File: src/rtl/present_iter_core.sv
// present_iter_core
// Round-iterative PRESENT block cipher, 64-bit block, 80- or 128-bit key,
// one round per clock.
//
// Optional feature macro: PRESENT_DECRYPT_EN
//   defined   : decryption (PREROLL state, inverse layers, inverse key
//               schedule) is compiled in; the decrypt input selects the mode.
//   undefined : the decrypt input is ignored and every request encrypts.
//
// Handshake: a request is taken on a rising clk edge where start=1 and
// busy=0 (the core is in IDLE). data_in, key and decrypt are sampled on that
// edge only. busy is high from the next cycle until the result arrives.
// done is a one-cycle pulse with data_out valid in the same cycle, and
// data_out holds until the following done. Because busy is already low in
// the done cycle, a start held high then is taken on the next edge. A start
// seen while busy=1 is dropped, not queued. Reset wins over start.
//
// dbg_state exposes the FSM state: 0=IDLE, 1=PREROLL, 2=ROUND, 3=FINAL.

module present_iter_core #(
  parameter int KEY_WIDTH = 80
) (
  input  logic                 clk,
  input  logic                 reset,
  input  logic                 start,
  input  logic                 decrypt,
  input  logic [63:0]          data_in,
  input  logic [KEY_WIDTH-1:0] key,
  output logic                 busy,
  output logic                 done,
  output logic [63:0]          data_out,
  output logic [1:0]           dbg_state
);

  // Only the two standard PRESENT key lengths have a defined key schedule.
  if (KEY_WIDTH != 80 && KEY_WIDTH != 128) begin : g_bad_key_width
    $error("present_iter_core: KEY_WIDTH must be 80 or 128");
  end

  typedef enum logic [1:0] {
    IDLE    = 2'd0,
    PREROLL = 2'd1,
    ROUND   = 2'd2,
    FINAL   = 2'd3
  } state_t;

  // ---------------------------------------------------------------------
  // S-boxes
  // ---------------------------------------------------------------------
  function automatic logic [3:0] sbox(input logic [3:0] x);
    logic [3:0] y;
    case (x)
      4'h0: y = 4'hc;
      4'h1: y = 4'h5;
      4'h2: y = 4'h6;
      4'h3: y = 4'hb;
      4'h4: y = 4'h9;
      4'h5: y = 4'h0;
      4'h6: y = 4'ha;
      4'h7: y = 4'hd;
      4'h8: y = 4'h3;
      4'h9: y = 4'he;
      4'ha: y = 4'hf;
      4'hb: y = 4'h8;
      4'hc: y = 4'h4;
      4'hd: y = 4'h7;
      4'he: y = 4'h1;
      default: y = 4'h2;
    endcase
    return y;
  endfunction

`ifdef PRESENT_DECRYPT_EN
  function automatic logic [3:0] sbox_inv(input logic [3:0] x);
    logic [3:0] y;
    case (x)
      4'h0: y = 4'h5;
      4'h1: y = 4'he;
      4'h2: y = 4'hf;
      4'h3: y = 4'h8;
      4'h4: y = 4'hc;
      4'h5: y = 4'h1;
      4'h6: y = 4'h2;
      4'h7: y = 4'hd;
      4'h8: y = 4'hb;
      4'h9: y = 4'h4;
      4'ha: y = 4'h6;
      4'hb: y = 4'h3;
      4'hc: y = 4'h0;
      4'hd: y = 4'h7;
      4'he: y = 4'h9;
      default: y = 4'ha;
    endcase
    return y;
  endfunction
`endif

  // ---------------------------------------------------------------------
  // Registers
  // ---------------------------------------------------------------------
  state_t               st_q, st_d;
  logic [63:0]          blk_q, blk_d;     // cipher state
  logic [KEY_WIDTH-1:0] key_q, key_d;     // key register
  logic [4:0]           rc_q, rc_d;       // round counter
  logic                 mode_q, mode_d;   // 1 = decrypting
  logic                 busy_d, done_d;
  logic [63:0]          dout_d;
  logic                 req_dec;

  assign dbg_state = st_q;

`ifdef PRESENT_DECRYPT_EN
  assign req_dec = decrypt;
`else
  // Port kept for a stable interface; it has no effect in this build.
  logic unused_decrypt;
  assign unused_decrypt = decrypt;
  assign req_dec        = 1'b0;
`endif

  // ---------------------------------------------------------------------
  // Round datapath
  // ---------------------------------------------------------------------
  logic [63:0] rk;        // current round key
  logic [63:0] x;         // state after key addition
  logic [63:0] s_enc;     // after forward S-layer
  logic [63:0] rnd_enc;   // after forward P-layer

  assign rk = key_q[KEY_WIDTH-1 -: 64];
  assign x  = blk_q ^ rk;

  for (genvar n = 0; n < 16; n++) begin : g_sbox
    assign s_enc[4*n +: 4] = sbox(x[4*n +: 4]);
  end

  // P-layer: bit i moves to bit 16*i mod 63; bit 63 stays in place.
  for (genvar i = 0; i < 63; i++) begin : g_perm
    assign rnd_enc[(i*16)%63] = s_enc[i];
  end
  assign rnd_enc[63] = s_enc[63];

`ifdef PRESENT_DECRYPT_EN
  logic [63:0] p_inv;     // after inverse P-layer
  logic [63:0] rnd_dec;   // after inverse S-layer

  // Inverse P-layer: bit i is fetched from bit 16*i mod 63.
  for (genvar i = 0; i < 63; i++) begin : g_perm_inv
    assign p_inv[i] = x[(i*16)%63];
  end
  assign p_inv[63] = x[63];

  for (genvar n = 0; n < 16; n++) begin : g_sbox_inv
    assign rnd_dec[4*n +: 4] = sbox_inv(p_inv[4*n +: 4]);
  end
`endif

  // ---------------------------------------------------------------------
  // Key schedule
  // ---------------------------------------------------------------------
  logic [KEY_WIDTH-1:0] key_fwd;
`ifdef PRESENT_DECRYPT_EN
  logic [KEY_WIDTH-1:0] key_inv;
`endif

  if (KEY_WIDTH == 128) begin : g_k128
    // Forward update: rotate left 61, S-box the top two nibbles, counter into [66:62].
    always_comb begin
      key_fwd          = {key_q[66:0], key_q[127:67]};
      key_fwd[127:124] = sbox(key_fwd[127:124]);
      key_fwd[123:120] = sbox(key_fwd[123:120]);
      key_fwd[66:62]   = key_fwd[66:62] ^ rc_q;
    end
`ifdef PRESENT_DECRYPT_EN
    logic [127:0] t;
    // Inverse update: undo counter, undo S-boxes, rotate right 61.
    always_comb begin
      t          = key_q;
      t[66:62]   = t[66:62] ^ rc_q;
      t[127:124] = sbox_inv(t[127:124]);
      t[123:120] = sbox_inv(t[123:120]);
      key_inv    = {t[60:0], t[127:61]};
    end
`endif
  end else begin : g_k80
    // Forward update: rotate left 61, S-box the top nibble, counter into [19:15].
    always_comb begin
      key_fwd        = {key_q[18:0], key_q[79:19]};
      key_fwd[79:76] = sbox(key_fwd[79:76]);
      key_fwd[19:15] = key_fwd[19:15] ^ rc_q;
    end
`ifdef PRESENT_DECRYPT_EN
    logic [79:0] t;
    // Inverse update: undo counter, undo S-box, rotate right 61.
    always_comb begin
      t        = key_q;
      t[19:15] = t[19:15] ^ rc_q;
      t[79:76] = sbox_inv(t[79:76]);
      key_inv  = {t[60:0], t[79:61]};
    end
`endif
  end

  // ---------------------------------------------------------------------
  // Control
  // ---------------------------------------------------------------------
  // Next-state and next-register values; everything holds unless a state acts.
  always_comb begin
    st_d   = st_q;
    blk_d  = blk_q;
    key_d  = key_q;
    rc_d   = rc_q;
    mode_d = mode_q;
    busy_d = busy_q_w();
    done_d = 1'b0;
    dout_d = data_out;
    case (st_q)
      IDLE: begin
        if (start) begin
          blk_d  = data_in;
          key_d  = key;
          rc_d   = 5'd1;
          busy_d = 1'b1;
          mode_d = req_dec;
          st_d   = req_dec ? PREROLL : ROUND;
        end
      end
      PREROLL: begin
`ifdef PRESENT_DECRYPT_EN
        // Run the forward schedule to K32; rc stays at 31 for the first
        // inverse round.
        key_d = key_fwd;
        if (rc_q == 5'd31) st_d = ROUND;
        else               rc_d = rc_q + 5'd1;
`else
        st_d = IDLE;
`endif
      end
      ROUND: begin
`ifdef PRESENT_DECRYPT_EN
        if (mode_q) begin
          blk_d = rnd_dec;
          key_d = key_inv;
          if (rc_q == 5'd1) st_d = FINAL;
          else              rc_d = rc_q - 5'd1;
        end else
`endif
        begin
          blk_d = rnd_enc;
          key_d = key_fwd;
          if (rc_q == 5'd31) st_d = FINAL;
          else               rc_d = rc_q + 5'd1;
        end
      end
      FINAL: begin
        // Last whitening key: K32 when encrypting, K1 when decrypting.
        dout_d = x;
        done_d = 1'b1;
        busy_d = 1'b0;
        st_d   = IDLE;
      end
      default: st_d = IDLE;
    endcase
  end

  function automatic logic busy_q_w();
    return busy;
  endfunction

  // State and datapath registers with synchronous reset.
  always_ff @(posedge clk) begin
    if (reset) begin
      st_q     <= IDLE;
      blk_q    <= '0;
      key_q    <= '0;
      rc_q     <= '0;
      mode_q   <= 1'b0;
      busy     <= 1'b0;
      done     <= 1'b0;
      data_out <= '0;
    end else begin
      st_q     <= st_d;
      blk_q    <= blk_d;
      key_q    <= key_d;
      rc_q     <= rc_d;
      mode_q   <= mode_d;
      busy     <= busy_d;
      done     <= done_d;
      data_out <= dout_d;
    end
  end

endmodule

File: config.mk
export PLATFORM = sky130hd
export DESIGN_NAME = present_iter_core
export DESIGN_NICKNAME = d
export VERILOG_FILES = /design/src/rtl/present_iter_core.sv
export SDC_FILE = /design/constraint.sdc
export NUM_CORES = 1
export LEC_CHECK = 0
export ABC_AREA = 1
export CORE_ASPECT_RATIO = 1.5
export CORE_MARGIN = 3
export CORE_UTILIZATION = 58
export CTS_CLUSTER_DIAMETER = 120
export DETAILED_ROUTE_END_ITERATION = 8
export DONT_BUFFER_PORTS = 1
export MAX_ROUTING_LAYER = met4
export PLACE_DENSITY_LB_ADDON = 0.1
export SYNTH_ARGS = -nofsm -noshare
export SYNTH_HDL_FRONTEND = slang
export SYNTH_SLANG_ARGS = --single-unit
File: constraint.sdc
create_clock -name clk -period 1.9 [get_ports clk]
set_clock_uncertainty 0.2 [all_clocks]
set_input_delay 0.19 -clock clk [delete_from_list [all_inputs] [get_ports clk]]
set_output_delay 0.19 -clock clk [all_outputs]
set_load 0.02 [all_outputs]
==> summary by stage, run 1 <==
Place
The count of input and output buffers is 0. Routability-driven placement finished with a final weighted congestion of 0.9418. The HPWL after detailed placement is around 32 mm. The number of cells in the design after placement is 2211.

Timing
For the pin with the worst max-slew slack, the measured transition is 566.0 ps. The final clock period utilization by the worst path is 1.012. Subtracting the final worst setup slack from the clock period gives 1923 ps.

The number of max-slew violations in the final report came to 0. Once routing completed, OpenROAD measured the worst setup slack at -22.73 ps. The maximum clock rate is 520.1 MHz. The hold violation total from the final report is 51. Across all hold checks on the routed design, the worst slack comes to -183.7 ps.

The total negative slack for setup checks is -34.08 ps. Setup repair after global routing could not meet its margin everywhere. In this run the tightest slew margin relative to its limit is 0.6199.

Setup violations remaining at the end of the flow were counted as 2.

Setup path
The number of cells traversed by the worst register-to-register path is 12. The endpoint of the most critical setup path is key_fwd[76]. The worst setup path is captured at a flip-flop. The startpoint type of the worst setup path is a flip-flop. In this run the critical register-to-register path is launched from dbg_state[1].

The critical path class is reg2reg. The critical-path maximum fanout is 5. The data arrival time of the worst path is 2160 ps.

The setup slack of the most critical reg-to-reg path is -20 ps. The worst register-to-register path ends at key_fwd[76]. The launch point of the critical path is dbg_state[1]. STA puts the critical path data required time at 2130 ps.

Synth
The share of the Yosys chip area taken by registers is 0.3466. The number of nets in the synthesized netlist is 2121. Yosys attributes the largest share of cell area to sky130_fd_sc_hd__dfxtp_1, sky130_fd_sc_hd__nand2_1, sky130_fd_sc_hd__ha_1.

The mean cell area of the mapped netlist is 6.767 um^2. Of the post-synthesis cell area, the dominant cell type holds 0.3466. The warning count from the yosys run is 0. By count the netlist is led by sky130_fd_sc_hd__nand2_1, sky130_fd_sc_hd__dfxtp_1, sky130_fd_sc_hd__o21ai_0. The synthesized design contains 221 register bits. The synthesized netlist cell count is between 1500 and 2000. The number of synthesized flops with an enable pin is 0.

After synthesis, the netlist uses 31 different library cells. The dominant cell type by area after synthesis is sky130_fd_sc_hd__dfxtp_1. The share of synthesized flip-flops with an asynchronous set or reset is 0. The most common cell in the synthesized netlist is sky130_fd_sc_hd__nand2_1. Summing every instance area after synthesis gives 12760 um^2. The flip-flop cell with the highest count after synthesis is sky130_fd_sc_hd__dfxtp_1.

Global routing
The total congestion overflow after global routing is 0. The first global-routing pass estimated between 60 and 70 mm of wire. For this run, the total global-route usage over all layers was measured as 0.3654. Entering global routing, the biggest net connects 109 pins. The number of antenna violations at the first check in global routing was 2.

The number of global-route vias before repair is 12790.

Clock tree
For this design, the sink count on the clock tree is 221. Buffers inserted during clock tree synthesis total 23. The CTS tree is done.

The cell at the root of the clock tree is sky130_fd_sc_hd__clkbuf_16. Clock-pin slew was measured on the worst setup and hold paths at 60 ps. The number of buffers on the longest clock path is 3.

CTS built an H-tree with a depth of 1. The later pin in the worst-skew pair is clocked with a latency of 540 ps.

Drt
The final routed wire length divided by cell count is 19.71 um. The final route contains 14180 vias. The violation count after the first detailed-routing iteration is roughly 1200. After detailed routing, the number of remaining DRC violations is 0. The total detailed-routing wirelength is 47.53 mm. The detailed-routing iteration count for the pre-antenna-repair pass is 6. The count of antenna-violating nets left after detailed routing is 0. In the routed layout, each cell is associated on average with a via count of 5.878.

Finish
The relative area change from synthesis to final layout is 30.30%. The filler cell count in the final layout is 1591. In the final layout, the share of cells above drive strength 1 is 0.1359.

The count of cells in the finished layout, fillers not included, comes to 2412. The number of nets at the end of the flow is 2361.

Outcome
The checks that failed: negative hold slack, negative setup slack. The flow ran to the end, but the final reports show violations.

Min path
The startpoint identified for the worst hold timing path is reset. The worst hold-check path type is in2reg.

Floorplanning
The die covers 23860 um^2. The die boundary height is around 190 um. The die is 127.1 um wide.

The number of top-level pins is 216. The floorplan has 65 rows. For this configuration, the core starts out at a cell density of 0.5990. After floorplanning, the core was sized to cover 21310 um^2.

Power
The power per cell area is 869.1 nW/um^2. The leakage power figure is approximately 7.6 nW. IR analysis of the VDD net gives a maximum drop of 0.7236 mV.

Flow run
The max-capacitance violation count is 0.
## worst min-delay path by stage
stage	end	slack (ps)	depth (start not counted)
6_report	blk_q[0]	-180	2
5_1_grt	blk_q[0]	-170	2
4_1_cts	blk_q[61]	-500	1
3_5_place_dp	dbg_state[1]	60	1
3_3_place_gp	dbg_state[1]	60	1
2_1_floorplan	key_q[0]	150	2
## final cells by class
class                      count  area, um^2  area share
multi-input combinational   1374        7443      0.4476
antenna                        3       7.507   0.0004514
sequential                   221        4463      0.2684
inverter                     193       733.2     0.04409
timing repair buffer         313        2939      0.1767
tap                          268       335.3     0.02016
clock inverter                 5       28.78    0.001730
clock buffer                  35       680.7     0.04093
## flip-flops by register name, summed over array words and instances (netlist names)
| register | flops |
|---|---|
| blk_q | 64 |
| busy | 1 |
| data_out | 64 |
| dbg_state | 2 |
| done | 1 |
| key_fwd | 4 |
| key_q | 80 |
| rc_q | 5 |
## what timing repair did
item	CTS	global route
buffers inserted	0	12
gates cloned	0	1
hold endpoints to repair	174	78
resized for setup	8	91
setup endpoints to repair	8	73
hold buffers	99	48
pin swaps	1	28
## per-stage QoR
| step | power (mW) | hold WS, ps | area, um^2 | setup slack [ps] | util |
|---|---|---|---|---|---|
| finish | 14.45 | -183.7 | 16630 | -22.73 | 0.7805 |
| global route | 15.17 | -168.8 | 16630 | -74.36 | 0.7804 |
| CTS | 13.98 | -495.8 | 15670 | -23.00 | 0.7353 |
| detailed placement | 9.483 | 63.49 | 13920 | -98.95 | 0.6534 |
| global placement | 9.371 | 60.84 | 13920 | -67.51 | 0.6534 |
| floorplan | 7.859 | 149.4 | 12780 | 10.93 | - |
## layer usage
layer | vias up | track usage | wire length [um]
li1 | 6668 | - | -
met1 | 6585 | 0.4129 | 16980
met2 | 755 | 0.6244 | 23670
met3 | 170 | 0.05329 | 3776
met4 | 0 | 0.1833 | 3096
met5 | - | - | 0
## critical path: stages (launching register included)
cell,delay (ps)
sky130_fd_sc_hd__dfxtp_4,400
sky130_fd_sc_hd__inv_4,50
sky130_fd_sc_hd__nor2_4,190
sky130_fd_sc_hd__nand3_2,130
sky130_fd_sc_hd__nand2_2,110
sky130_fd_sc_hd__nand2_2,90
sky130_fd_sc_hd__nand2_4,100
sky130_fd_sc_hd__inv_2,50
sky130_fd_sc_hd__ha_4,250
sky130_fd_sc_hd__nand3b_1,90
sky130_fd_sc_hd__nand2_1,50
sky130_fd_sc_hd__nand2_1,60
sky130_fd_sc_hd__nand2_1,50
## kinds of logic (layout without fill, tap and decap cells)
kind of cell / count (synthesis) / in the layout / share of synthesized area
fa+ha+maj: 87 / 87 / 0.08529
flops: 221 / 221 / 0.3466
other cells: 0 / 3 / 0
compound gates: 453 / 453 / 0.1939
xor+xnor: 42 / 42 / 0.02882
simple gates: 792 / 792 / 0.2512
buf+inv: 291 / 546 / 0.09421
## report_power, final
group          switching [mW]  internal (mW)
logic                    2.81           1.95
registers               0.349           4.99
clock network            1.90           2.46
## cell usage in the layout (no fill, tap or decap), drive strengths merged
cell type / instances
dfxtp: 221
nand3b: 1
o221a: 1
nand2: 599
a31oi: 75
xnor2: 9
dlygate4sd3: 144
a211oi: 2
nor2: 45
clkbuf: 36
o21ai: 207
nor3: 3
nand4: 16
xor2: 33
diode: 3
a21oi: 135
nand3: 128
clkinv: 5
inv: 193
o221ai: 17
ha: 87
o22ai: 16
buf: 168
(Power assumes the default switching activity.)
==> run 2: changes to the inputs <==
- CORE_UTILIZATION: 58 -> 61
- clock period: 1.9 -> 2.3 ns (I/O delays scaled with it)
==> run 2 against run 1 <==
Net effect:
- non-clock buffer count is 116 lower
- total power decreased by 22%
- die area fell by 4.7%
- sequential power shrank 17%
- critical path type is now in2reg
- hold slack better by 240 ps
- register-to-register slack better by 190 ps
- largest power group unchanged
- routed wire length is 6.5% lower
- utilization decreased by 3.6 points
- the flow now finishes without violations
==> summary by stage, run 2 (synthesis results as in run 1) <==
Drt
The via density per instance is 5.900 (was 5.878). The via count is 13490 (was 14180). The detailed-routing iteration count for the pre-antenna-repair pass is 6 (unchanged).

The total detailed-routing wirelength is 44.42 mm (was 47.53 mm). The final routed wire length divided by cell count was 19.42 um (was 19.71 um). The DRC violation count after routing is 0 (unchanged). The violation count after the first detailed-routing iteration is 1413 (was 1154).

The count of antenna-violating nets left after detailed routing is 0 (unchanged).

Global routing
The number of antenna violations at the first check in global routing is 0 (was 2). The first-pass GRT wire length is 67.19 mm (was 67.58 mm). The all-layer global routing usage is 0.3927 (was 0.3654). The maximum number of pins on one net before global-route repair is 137 (was 109). The number of global-route vias before repair was 12630 (was 12790). The total congestion overflow after global routing is 0 (unchanged).

Finish
The number of flip-flops under the largest register name is 80 (unchanged). The most common cell after layout, fill and taps aside is sky130_fd_sc_hd__nand2_1 (unchanged). The antenna diode instance count is 0 (was 3). The share of final-layout standard cells stronger than drive strength 1 is 0.04894 (was 0.1359).

The final cell count without fillers is 2287 (was 2412). The relative area change from synthesis to final layout is 19.60% (was 30.30%). The number of nets at the end of the flow was 2244 (was 2361).

Most frequent cells in the layout: sky130_fd_sc_hd__nand2_1, sky130_fd_sc_hd__dfxtp_1, sky130_fd_sc_hd__o21ai_0 (unchanged). The final design utilization came to 0.7446 (was 0.7805). Top Registers: key_q: 80 flops, blk_q: 64 flops, data_out: 64 flops (unchanged). The register ranked first by flip-flop count is key_q (unchanged).

Power
The combinational share of power came to 0.291 (was 0.329). The clock network power share came to 0.317 (was 0.302). The worst vdd rail ir drop is 0.5617 mV (was 0.7236 mV). The total net switching power is 3.915 mW (was 5.058 mW). The power per cell area is 735.9 nW/um^2 (was 869.1 nW/um^2). The cell-internal power is 7.318 mW (was 9.396 mW).

The power share of the sequential group is 0.392 (was 0.369). The leakage power figure was 6.897 nW (was 7.564 nW). The switching portion of total power is 0.3486 (was 0.3500).

Timing
The number of max-slew violations in the final report was 0 (unchanged). Unrepaired setup endpoints after global routing: no (was yes). The time the worst path needs with I/O delays and setup is 2145 ps. Based on the critical path, the design can be clocked at up to 466.2 MHz.

The transition time at the pin with the least slew margin came to 589.8 ps (was 566.0 ps). The final hold slack came to 58.87 ps (was -183.7 ps). Of the available clock period, the critical path in the final layout requires 0.9326. The total negative slack for setup checks was 0 ps (was -34.08 ps). The hold violation total from the final report is 0 (was 51). The normalized max-slew margin is 0.6040 (was 0.6199).

The final setup violation count is 0 (was 2). The smallest setup slack after layout is 155.0 ps (was -22.73 ps).

Place
The sum of net half-perimeters after detailed placement was 30.61 mm (was 32.32 mm). The routability congestion estimate is 0.9547 (was 0.9418). The worst setup slack after placement was 225.0 ps (was -98.95 ps). The number of cells in the design after placement is 2103 (was 2211). The count of input and output buffers came to 0 (unchanged).

Floorplanning
The area of the die came to 22730 um^2 (was 23860 um^2). The die boundary height is 183.2 um (was 187.7 um). The number of top-level pins is 216 (unchanged).

The area inside the core boundary came to 20500 um^2 (was 21310 um^2). The number of standard-cell rows in the floorplan is 64 (was 65). The die width is 124.1 um (was 127.1 um). The initial core utilization is 0.6226 (was 0.5990).

Clock tree
The number of clock sinks seen by CTS is 221 (unchanged). The CTS tree is done (unchanged). The number of H-tree levels was 1 (unchanged). The cell at the root of the clock tree was sky130_fd_sc_hd__clkbuf_16 (unchanged). The clock-pin slew on the worst setup and hold paths is 70 ps (was 60 ps). The number of buffers on the longest clock path is 3 (unchanged). The number of CTS-inserted buffers is 22 (was 23). The clock latency on the worst-skew pair is 510 ps (was 540 ps).

Setup path
The data required time of the worst path is 2500 ps (was 2130 ps). The data arrival time of the worst path is 2350 ps (was 2160 ps). The critical-path maximum fanout is 53 (was 5). The startpoint type of the worst setup path is an input port (was flip-flop).

The critical path class is in2reg (was reg2reg). The number of cells traversed by the worst register-to-register path is 12 (unchanged). The endpoint kind of the worst setup timing path is a flip-flop (unchanged).

Min path
The worst hold path depth is 6 (was 2). The worst hold-check path type was in2reg (unchanged).

Flow run
The max-capacitance violation count is 0 (unchanged).

Outcome
Outcome: complete, no violations (was finished with violations).
run 2: layout make-up:
class / instances / area, um^2
clock buffer: 36 / 694.4
clock inverter: 2 / 10.01
fill: 1635 / 5235
inverter: 193 / 728.2
multi-input combinational: 1374 / 7149
sequential: 221 / 4424
tap: 264 / 330.3
timing repair buffer: 197 / 1928
run 2: metal layers:
metal	vias up	global-route usage	part of all wire
met4	0	0.2390	0.074
met3	164	0.05245	0.082
li1	6438	-	-
met1	6178	0.4536	0.36
met2	713	0.6395	0.48
met5	-	-	0
run 2: critical path, stage by stage:
cell and delay (ps):
sky130_fd_sc_hd__dlygate4sd3_1 600, sky130_fd_sc_hd__buf_16 240, sky130_fd_sc_hd__inv_4 220, sky130_fd_sc_hd__nand2_1 160, sky130_fd_sc_hd__a21oi_4 210, sky130_fd_sc_hd__inv_1 110, sky130_fd_sc_hd__ha_1 240, sky130_fd_sc_hd__nor2_1 130
sky130_fd_sc_hd__nand2_1 70, sky130_fd_sc_hd__nand3_1 60, sky130_fd_sc_hd__nand2_1 50
run 2: per-stage QoR:
step / power, mW / area, um^2
2_1_floorplan: 6.487 / 12760
3_3_place_gp: 7.318 / 13070
3_5_place_dp: 7.405 / 13070
4_1_cts: 11.17 / 15250
5_1_grt: 11.80 / 15260
6_report: 11.23 / 15260
run 2: worst paths after layout:
check	end	slack, ps	from
max	key_fwd[76]	150	reset
min	key_q[16]	60	key[16]
min reg2reg	key_q[79]	270	key_fwd[79]
max reg2reg	key_fwd[76]	170	dbg_state[1]
run 2: timing repair:
action / CTS / global route
endpoints found under the setup margin: 0 / 3
gates resized for setup: 0 / 2
endpoints found under the hold margin: 155 / 0
hold buffers: 146 / 0
setup buffers: 0 / 0
run 2: power groups by stage:
| stage | Combinational, mW | Sequential, mW | Clock (mW) |
|---|---|---|---|
| 2_1_floorplan | 2.12 | 4.37 | 0 |
| 3_3_place_gp | 2.85 | 4.47 | 0 |
| 3_5_place_dp | 2.93 | 4.48 | 0 |
| 4_1_cts | 3.18 | 4.39 | 3.60 |
| 5_1_grt | 3.65 | 4.43 | 3.72 |
| 6_report | 3.26 | 4.41 | 3.56 |
==> run 3: changes to the inputs <==
- clock period: 2.3 -> 2 ns (I/O delays scaled with it)
==> run 3 against run 2 <==
Net effect:
- clock-buffer cell count shrank 1
- clock power up 21%
- die area unchanged
- sequential power is 15% higher
- utilization increased by 3.4 points
- cell area grew 4.6%
- highest routed layer unchanged
==> summary by stage, run 3 (synthesis results as in run 1) <==
Setup path
The startpoint type of the worst setup path is a flip-flop (was input port). The data required time of the worst path is 2200 ps (was 2500 ps). The endpoint kind of the worst setup timing path is a flip-flop (unchanged). The data arrival time of the worst path is 2130 ps (was 2350 ps). The critical-path maximum fanout is 46 (was 53). The critical path class is reg2reg (was in2reg).

Clock tree
The number of clock sinks seen by CTS was 221 (unchanged). The number of buffers on the longest clock path is 3 (unchanged). The clock latency on the worst-skew pair came to 520 ps (was 510 ps).

The CTS tree is done (unchanged). The clock-pin slew on the worst setup and hold paths is 60 ps (was 70 ps). The number of CTS-inserted buffers was 23 (was 22). The cell at the root of the clock tree is sky130_fd_sc_hd__clkbuf_16 (unchanged). The number of H-tree levels is 1 (unchanged).

Floorplanning
The area inside the core boundary is 20500 um^2 (unchanged). The die width came to 124.1 um (unchanged). The number of standard-cell rows in the floorplan is 64 (unchanged). The die boundary height came to 183.2 um (unchanged). The area of the die is 22730 um^2 (unchanged). The number of top-level pins is 216 (unchanged). The initial core utilization is 0.6226 (unchanged).

Finish
The share of final-layout standard cells stronger than drive strength 1 is 0.09108 (was 0.04894). The number of flip-flops under the largest register name was 80 (unchanged). Most frequent cells in the layout: sky130_fd_sc_hd__nand2_1, sky130_fd_sc_hd__dfxtp_1, sky130_fd_sc_hd__o21ai_0 (unchanged). The relative area change from synthesis to final layout is 25.05% (was 19.60%). The post-route cell area is 15960 um^2 (was 15260 um^2). The filler cell count in the final layout was 1550 (was 1635). The most common cell after layout, fill and taps aside is sky130_fd_sc_hd__nand2_1 (unchanged). Top Registers: key_q: 80 flops, blk_q: 64 flops, data_out: 64 flops (unchanged). The register ranked first by flip-flop count is key_q (unchanged). The number of nets at the end of the flow is 2315 (was 2244).

Place
The count of input and output buffers is 0 (unchanged). The placement-stage cell area came to 13590 um^2 (was 13070 um^2). The worst setup slack after placement is 36.76 ps (was 225.0 ps). The routability congestion estimate was 0.9636 (was 0.9547). The sum of net half-perimeters after detailed placement is 31.64 mm (was 30.61 mm).

Drt
The via density per instance is 5.906 (was 5.900). The detailed-routing iteration count for the pre-antenna-repair pass was 7 (was 6). The DRC violation count after routing is 0 (unchanged). The detailed-routed wire length on met2 is 21.98 mm (was 21.32 mm). The violation count after the first detailed-routing iteration was 1445 (was 1413). The via count is 13950 (was 13490). The count of antenna-violating nets left after detailed routing came to 0 (unchanged). The met3 layer wire length in the routed design is 3.978 mm (was 3.653 mm). The uppermost metal layer occupied by signal nets was met4 (unchanged). The final routed wire length divided by cell count is 19.67 um (was 19.42 um). The total detailed-routing wirelength is 46.46 mm (was 44.42 mm). The met1 wire length is 16.87 mm (was 16.14 mm).

Global routing
The first-pass GRT wire length is 68.74 mm (was 67.19 mm). The maximum number of pins on one net before global-route repair came to 92 (was 137). The all-layer global routing usage is 0.3993 (was 0.3927).

The total congestion overflow after global routing is 0 (unchanged). The number of global-route vias before repair came to 13270 (was 12630). The number of antenna violations at the first check in global routing is 1 (was 0).

Timing
The maximum clock rate is 517.2 MHz. The total negative slack for setup checks is 0 ps (unchanged). The number of max-slew violations in the final report was 0 (unchanged). The hold violation total from the final report was 0 (unchanged).

The smallest setup slack after layout is 66.57 ps (was 155.0 ps). The transition time at the pin with the least slew margin was 613.2 ps (was 589.8 ps). The normalized max-slew margin is 0.5912 (was 0.6040).

The time the worst path needs with I/O delays and setup is between 1500 and 2000 ps. Of the available clock period, the critical path in the final layout requires 0.9667. The final setup violation count is 0 (unchanged).

Power
The worst vdd rail ir drop was 0.7076 mV (was 0.5617 mV). The power per cell area is 846.8 nW/um^2 (was 735.9 nW/um^2). The total power is 13.51 mW (was 11.23 mW). The leakage power figure was 7.304 nW (was 6.897 nW).

Min path
The worst hold-check path type was in2reg (unchanged).

Flow run
The max-capacitance violation count is 0 (unchanged).

Outcome
Outcome: complete, no violations (unchanged).
-- run 3: cell count changes in the layout (fill, tap and decap cells not counted), moves of 4 or more --
cell / previous run / this run
sky130_fd_sc_hd__nand3_1: 128 / 123
sky130_fd_sc_hd__dfxtp_2: 0 / 7
sky130_fd_sc_hd__buf_4: 45 / 108
sky130_fd_sc_hd__nand3_2: 0 / 5
sky130_fd_sc_hd__dfxtp_1: 221 / 213
sky130_fd_sc_hd__nand2_2: 3 / 7
sky130_fd_sc_hd__nand2_1: 594 / 590
-- run 3: repair_timing --
action | 4_1_cts | 5_1_grt
setup endpoints to repair | 0 | 35
resized for setup | 0 | 25
setup buffers | 0 | 2
hold endpoints to repair | 220 | 0
hold buffers | 147 | 0
-- run 3: metrics by stage --
step | std cells | util | hold slack, ps
2_1_floorplan | 1886 | - | 159.4
3_3_place_gp | 2167 | 0.6630 | 74.17
3_5_place_dp | 2167 | 0.6630 | 79.16
4_1_cts | 2356 | 0.7720 | 31.75
5_1_grt | 2362 | 0.7786 | 76.56
6_report | 2362 | 0.7786 | 48.75
-- run 3: layout make-up --
class | instances | area [um^2] | area share
inverter | 193 | 730.7 | 0.04578
clock buffer | 35 | 680.7 | 0.04265
multi-input combinational | 1374 | 7187 | 0.4503
timing repair buffer | 267 | 2526 | 0.1583
antenna | 1 | 2.502 | 0.0001568
sequential | 221 | 4437 | 0.2780
tap | 264 | 330.3 | 0.02070
clock inverter | 7 | 66.31 | 0.004155
-- run 3: path summary, 6_finish.rpt --
path                                    from        end  slack, ps  depth (start not counted)
worst max register to register  dbg_state[1]  blk_q[12]         70                          5
worst min register to register   key_fwd[77]  key_q[77]        260                          2
worst min-delay path                 key[17]  key_q[17]         50                          6
worst max-delay path            dbg_state[1]  blk_q[12]         70                          5
-- run 3: routing by layer --
metal / track usage / up-vias
met5: - / -
met4: 0.2346 / 0
met3: 0.05338 / 196
met2: 0.6631 / 773
met1: 0.4534 / 6395
li1: - / 6587
-- run 3: report_power, final --
group	total (mW)	switching [mW]	internal, mW
clock network	4.31	1.83	2.48
logic	4.15	2.55	1.60
registers	5.06	0.323	4.73
total	13.5	4.71	8.81
-- run 3: critical path, stage by stage (launching register included) --
cell                      delay [ps]
sky130_fd_sc_hd__dfxtp_4         370
sky130_fd_sc_hd__o21ai_4         260
sky130_fd_sc_hd__buf_4           550
sky130_fd_sc_hd__nor2_1          220
sky130_fd_sc_hd__nand2_1         120
sky130_fd_sc_hd__a21oi_1          60
